[src/rtl/rx_huge_pages_addr_mc.sv]
// rx_huge_pages_addr_mc
//   Snoops posted memory-write TLPs on the TRN receive interface for one BAR
//   and decodes a per-page register window. Each page has a 64-bit huge-page
//   bus address and a status bit that tells the RX DMA engine the page has
//   been handed over. Staged address halves are committed on the edge that
//   accepts the EOF beat; discarded or interrupted TLPs leave no trace.
//
//   Register window (16 bytes per page, at BASE_ADDR):
//     +0 ADDR_LO (length 1 or 2), +4 ADDR_HI (length 1), +8 UNLOCK (length 1)
//
//   Optional feature macro: RX_HUGE_PAGES_MWR64_EN
//     defined   : MWr64 (4DW header) writes are decoded as well as MWr32
//     undefined : MWr64 TLPs are drained as unclaimed
//
// Ports
//   trn_clk, reset_n      clock, asynchronous active-low reset
//   trn_rd                RX data beat
//   trn_rrem_n            unused
//   trn_rsof_n/reof_n     start/end of TLP
//   trn_rsrc_rdy_n        source ready (beat valid)
//   trn_rdst_rdy_n        destination ready (observed only, never driven)
//   trn_rsrc_dsc_n        core discard
//   trn_rbar_hit_n        BAR hit vector
//   huge_page_addr        page p address at [64p+63:64p]
//   huge_page_status      1 = page handed to DMA engine
//   huge_page_free        pulse from DMA engine: page consumed
module rx_huge_pages_addr_mc #(
   parameter int          NUM_PAGES = 2,
   parameter int          BAR_NUM   = 2,
   parameter logic [11:0] BASE_ADDR = 12'h000
) (
   input  logic                      trn_clk,
   input  logic                      reset_n,
   input  logic [63:0]               trn_rd,
   input  logic [7:0]                trn_rrem_n,
   input  logic                      trn_rsof_n,
   input  logic                      trn_reof_n,
   input  logic                      trn_rsrc_rdy_n,
   input  logic                      trn_rdst_rdy_n,
   input  logic                      trn_rsrc_dsc_n,
   input  logic [6:0]                trn_rbar_hit_n,
   output logic [64*NUM_PAGES-1:0]   huge_page_addr,
   output logic [NUM_PAGES-1:0]      huge_page_status,
   input  logic [NUM_PAGES-1:0]      huge_page_free
);

   localparam int            PW = (NUM_PAGES > 1) ? $clog2(NUM_PAGES) : 1;
   localparam logic [PW:0]   NP = (PW+1)'(NUM_PAGES);
   localparam logic [1:0]    REG_LO     = 2'd0;
   localparam logic [1:0]    REG_HI     = 2'd1;
   localparam logic [1:0]    REG_UNLOCK = 2'd2;

   typedef enum logic [2:0] {S_IDLE, S_HDR1, S_DATA, S_DATA2, S_DRAIN} state_t;

   state_t               state_q;
   logic                 is4_q;
   logic                 len2_q;
   logic [PW-1:0]        page_q;
   logic [1:0]           reg_q;
   logic [31:0]          data0_q;
   logic [63:0]          addr_q [NUM_PAGES];
   logic [NUM_PAGES-1:0] status_q;
   logic [NUM_PAGES-1:0] unlock_q;
   logic [NUM_PAGES-1:0] status_d;

   // Payload dwords arrive byte-reversed relative to the address value.
   function automatic logic [31:0] bswap32(input logic [31:0] dw);
      return {dw[7:0], dw[15:8], dw[23:16], dw[31:24]};
   endfunction

   logic acc, sof, eof, dsc;
   assign acc = ~trn_rsrc_rdy_n & ~trn_rdst_rdy_n;
   assign sof = acc & ~trn_rsof_n;
   assign eof = ~trn_reof_n;
   assign dsc = ~trn_rsrc_dsc_n;

   // SOF beat: header DW0 in [63:32]
   logic       is_mwr32, is_mwr64, claim, len_ok;
   logic [9:0] hdr_len;
   assign hdr_len  = trn_rd[41:32];
   assign is_mwr32 = (trn_rd[62:56] == 7'h40);
`ifdef RX_HUGE_PAGES_MWR64_EN
   assign is_mwr64 = (trn_rd[62:56] == 7'h60);
`else
   assign is_mwr64 = 1'b0;
`endif
   assign claim  = ~trn_rbar_hit_n[BAR_NUM] & (is_mwr32 | is_mwr64);
   assign len_ok = (hdr_len == 10'd1) | (hdr_len == 10'd2);

   // Address beat: 3DW carries it in [63:32], 4DW carries the low dword in [31:0]
   logic [31:0]   hdr_addr;
   logic [PW-1:0] hit_page;
   logic [1:0]    hit_reg;
   logic          decode_ok;
   assign hdr_addr  = is4_q ? trn_rd[31:0] : trn_rd[63:32];
   assign hit_page  = hdr_addr[PW+3:4];
   assign hit_reg   = hdr_addr[3:2];
   assign decode_ok = (hdr_addr[11:PW+4] == BASE_ADDR[11:PW+4]) &&
                      ({1'b0, hit_page} < NP) &&
                      (hit_reg != 2'd3) &&
                      !((hit_reg == REG_UNLOCK) && len2_q);

   // Commit happens on the accepted EOF beat of a well-formed, undiscarded TLP.
   logic                 cm_en;
   logic [PW-1:0]        cm_page;
   logic [1:0]           cm_reg;
   logic [31:0]          cm_d0, cm_d1;
   logic [NUM_PAGES-1:0] cm_sel;
   always_comb begin
      cm_en   = 1'b0;
      cm_page = page_q;
      cm_reg  = reg_q;
      cm_d0   = data0_q;
      cm_d1   = bswap32(trn_rd[63:32]);
      if (acc && eof && trn_rsof_n && !dsc) begin
         case (state_q)
            S_HDR1: if (!is4_q && !len2_q && decode_ok) begin
               cm_en   = 1'b1;
               cm_page = hit_page;
               cm_reg  = hit_reg;
               cm_d0   = bswap32(trn_rd[31:0]);
            end
            S_DATA: begin
               cm_en = 1'b1;
               cm_d0 = bswap32(trn_rd[63:32]);
               cm_d1 = bswap32(trn_rd[31:0]);
            end
            S_DATA2: cm_en = len2_q;
            default: ;
         endcase
      end
      for (int i = 0; i < NUM_PAGES; i++) cm_sel[i] = (cm_page == PW'(i));
   end

   // Pages already handed to the DMA engine are write-protected.
   logic        busy, wr_lo, wr_hi, wr_unlock;
   logic [31:0] hi_val;
   assign busy      = |(cm_sel & status_q);
   assign wr_lo     = cm_en & ~busy & (cm_reg == REG_LO);
   assign wr_hi     = cm_en & ~busy & (((cm_reg == REG_LO) & len2_q) | (cm_reg == REG_HI));
   assign wr_unlock = cm_en & (cm_reg == REG_UNLOCK);
   assign hi_val    = (cm_reg == REG_HI) ? cm_d0 : cm_d1;

   // Unlock takes priority over a same-cycle free.
   assign status_d = (status_q & ~huge_page_free) | unlock_q;

   always_ff @(posedge trn_clk or negedge reset_n) begin
      if (!reset_n) begin
         state_q  <= S_IDLE;
         is4_q    <= 1'b0;
         len2_q   <= 1'b0;
         page_q   <= '0;
         reg_q    <= '0;
         data0_q  <= '0;
         status_q <= '0;
         unlock_q <= '0;
         for (int i = 0; i < NUM_PAGES; i++) addr_q[i] <= '0;
      end else begin
         status_q <= status_d;
         unlock_q <= wr_unlock ? cm_sel : '0;
         for (int i = 0; i < NUM_PAGES; i++) begin
            if (cm_sel[i] && wr_lo) addr_q[i][31:0]  <= cm_d0;
            if (cm_sel[i] && wr_hi) addr_q[i][63:32] <= hi_val;
         end
         if (acc) begin
            if (sof) begin
               // A SOF always starts a new TLP, abandoning any in flight.
               is4_q  <= is_mwr64;
               len2_q <= (hdr_len == 10'd2);
               if (eof)                         state_q <= S_IDLE;
               else if (claim && len_ok && !dsc) state_q <= S_HDR1;
               else                             state_q <= S_DRAIN;
            end else if (dsc) begin
               state_q <= eof ? S_IDLE : S_DRAIN;
            end else begin
               case (state_q)
                  S_HDR1: begin
                     page_q  <= hit_page;
                     reg_q   <= hit_reg;
                     data0_q <= bswap32(trn_rd[31:0]);
                     if (eof)             state_q <= S_IDLE;
                     else if (!decode_ok) state_q <= S_DRAIN;
                     else if (is4_q)      state_q <= S_DATA;
                     else                 state_q <= S_DATA2;
                  end
                  S_DATA, S_DATA2: state_q <= eof ? S_IDLE : S_DRAIN;
                  S_DRAIN:         if (eof) state_q <= S_IDLE;
                  default:         ;
               endcase
            end
         end
      end
   end

   for (genvar g = 0; g < NUM_PAGES; g++) begin : g_out
      assign huge_page_addr[64*g +: 64] = addr_q[g];
   end
   assign huge_page_status = status_q;

   logic unused_ok;
   assign unused_ok = ^{trn_rrem_n, trn_rbar_hit_n, hdr_addr};

endmodule

[config.mk]
export PLATFORM = sky130hd
export DESIGN_NAME = rx_huge_pages_addr_mc
export DESIGN_NICKNAME = d
export VERILOG_FILES = /design/src/rtl/rx_huge_pages_addr_mc.sv
export SDC_FILE = /design/constraint.sdc
export NUM_CORES = 1
export LEC_CHECK = 0
export ABC_AREA = 1
export CORE_MARGIN = 2
export CORE_UTILIZATION = 49
export CTS_BUF_LIST = sky130_fd_sc_hd__clkbuf_4
export DETAILED_ROUTE_END_ITERATION = 7
export PLACE_DENSITY = 0.79
export SKIP_LAST_GASP = 1
export SLEW_MARGIN = 10
export SYNTH_ARGS = -nofsm -noshare
export SYNTH_HDL_FRONTEND = slang
export SYNTH_SLANG_ARGS = --single-unit
[constraint.sdc]
create_clock -name trn_clk -period 2.8 [get_ports trn_clk]
set_input_delay 0.42 -clock trn_clk [delete_from_list [all_inputs] [get_ports trn_clk]]
set_output_delay 0.42 -clock trn_clk [all_outputs]
set_load 0.02 [all_outputs]
==> metrics <==
Crit. End Element flip-flop; Int Power 0.00383 W; worst hold margin 0.389 ns; worst clock skew 0.0287 ns; # Max-Cap Violations 0; DIE AREA 20100 um2; IO Port Bufs 203; Final Instance Area about 12000 um2; Routed WL per cell 16.2 um; standard-cell rows 50; drt pass-1 iters 6; status finished clean; pin count of the biggest net entering global routing 71; Skew-Pair Late Insertion Delay approximately 0.59 ns; CP max FO 22; RSZ-0062 raised after global routing no; post-synthesis sequential area ratio about 46%; Tcrit/Tclk final about 80%; clk buf depth 2; Mapped Area 9330 um2; total of fill cells in the finished design 1608; vias in the first global route 8479; via density per instance 5.51; Chip Width 142 um; Power Density 509 nW/um2; Leak 6.29 nW; Worst Tran Pin Value 0.663 ns; grt total ovfl 0; First DRT Iteration DRCs 1216; # nets final 1565; slack of the critical path between 0.5 and 0.6 ns; initial antenna violation count 2; sw frac 37.2%; core area 18700 um2; Hold Fails Final Rpt 0; dpl hpwl 20300 um; Routed WL ~28000 um; YS warnings 0; Max Slew Vio Count 0; Avg Inst Size Synth 7.17 um2; Worst Setup Start Kind flip-flop; share of cells above drive strength 1 under 10%; P&R area growth vs syn 28.6%; Yosys reg bits 171; Post-CTS Setup Inserts 0; arrival time worst endpoint 2.77 ns; GPL Wtd Cong 0.940; dpl ws 0.0626 ns; clock power share 25.8%; Root Buffer clkbuf_4; Vias 9515; worst min path class input port to asynchronous set/reset pin; TritonCTS clock tree done; first-pass GRT wire length 44600 um; critical path type flip-flop to flip-flop; Period minus WS final 2.25 ns; most common cell after layout, fill and taps aside nand2_1; total CTS buffers 17; worst endpoint required time 3.32 ns; GRT Util Overall 28.3%; CTS clk-pin slew, worst paths 0.15 ns; I/O pin cnt ~220; initial core utilization about half; Syn Inst Count 1301; most frequent cells in the layout nand2_1, clkdlybuf4s50_1, dfrtp_1; Synth cell types 28; CTS H-tree lvls 4; clk sinks around 170; combinational share of power between 20 and 30%; worst vdd ir 0.284 mV; remaining antenna violation count 0; Chip Height between 100 and 150 um; syn nets 1389; switching pwr roughly 0.0023 W; worst reg-to-reg setup slack 0.55 ns; sequential share of power 44.7%; Residual DRC 0; # setup viols final 0; dpl cell area 11700 um2; setup TNS 0 ns; Rel. slew slack 55.8%; fmax 0.445 GHz
-- synthesized netlist by cell type (all sizes together) --
cell | count | share of area (%)
nand2 | 473 | 19
dfrtp | 171 | 46
inv | 116 | 4.7
nor3 | 2 | 0.23
o31ai | 1 | 0.081
nand4 | 101 | 6.8
o21a | 2 | 0.16
nor4 | 1 | 0.067
o22ai | 1 | 0.067
o21ai | 70 | 3.8
a21oi | 5 | 0.27
or2 | 1 | 0.067
clkbuf | 33 | 1.3
nor2 | 114 | 5.1
nand3 | 149 | 8.5
o21bai | 4 | 0.32
buf | 57 | 3.6
-- layout make-up --
type / count / area [um2] / area share [%]
Clock buffer: 18 / 135 / 1.13
Timing Repair Buffer: 247 / 2490 / 20.8
Sequential cell: 171 / 4280 / 35.7
Antenna cell: 2 / 5.00 / 0.0417
Tap cell: 234 / 293 / 2.44
Clock inverter: 14 / 180 / 1.50
Inverter: 116 / 435 / 3.63
Multi-Input combinational cell: 924 / 4170 / 34.8
-- worst max-delay path, cell delays in order (launching register included) --
cell     delay [ns]
dfrtp_1        0.43
inv_1          0.10
nand3_2        0.16
nor2_8         0.20
nand3_2        0.13
nand2_1        0.12
nand2_2        0.14
nand2_2        0.10
inv_2          0.04
nor2_4         0.21
buf_4          0.29
nand4_1        0.15
nand2_1        0.11
-- final timing paths --
| path | from | end | depth (start not counted) |
|---|---|---|---|
| min | reset_n | data0_q[6] | 2 |
| min in group trn_clk | huge_page_free[0] | huge_page_status[0] | 2 |
| max | state_q[2] | huge_page_addr[21] | 12 |
| min reg2reg | unlock_q[0] | huge_page_status[0] | 1 |
| max reg2reg | state_q[2] | huge_page_addr[21] | 12 |
| max in group asynchronous | reset_n | huge_page_addr[16] | 3 |
-- state kept, by name (all words and copies together), names as in the netlist --
name,flops
unlock_q,2
len2_q,1
state_q,3
huge_page_status,2
page_q,1
data0_q,32
reg_q,2
huge_page_addr,128
-- power groups by stage --
| stage | logic (W) | clock network [W] | registers [W] |
|---|---|---|---|
| after global placement | 0.00172 | 0 | 0.00277 |
| after floorplan | 0.00111 | 0 | 0.00279 |
| final | 0.00180 | 0.00158 | 0.00273 |
| after global routing | 0.00199 | 0.00169 | 0.00275 |
| after CTS | 0.00176 | 0.00160 | 0.00273 |
| after detailed placement | 0.00175 | 0 | 0.00278 |
-- stage by stage --
stage               utilization, %  power (W)  std cells
floorplan                        -    0.00390       1301
global placement              62.3    0.00449       1691
detailed placement            62.3    0.00453       1691
CTS                           64.1    0.00609       1724
global route                  64.1    0.00643       1726
finish                        64.1    0.00611       1726
-- what timing repair did --
| item | in CTS | in global routing |
|---|---|---|
| hold endpoints to repair | 59 | 0 |
| hold buffers | 1 | 0 |
| gates resized for setup | 0 | 0 |
-- cell families after synthesis --
logic type,Yosys count,share of synthesized area [%]
AOI/OAI and AO/OA,83,4.66
buffers and inverters,206,9.55
DFF,171,45.9
and+or+nand+nor,841,39.9
-- layer usage --
| layer | up-vias | wire [um] | GRT usage, % |
|---|---|---|---|
| met1 | 4460 | 12000 | 41.2 |
| met5 | - | 0 | 0 |
| met4 | 0 | 667 | 9.00 |
| met2 | 466 | 12800 | 43.4 |
| li1 | 4535 | - | - |
| met3 | 54 | 2520 | 4.95 |
No activity file was read; power rests on OpenSTA's default activity.
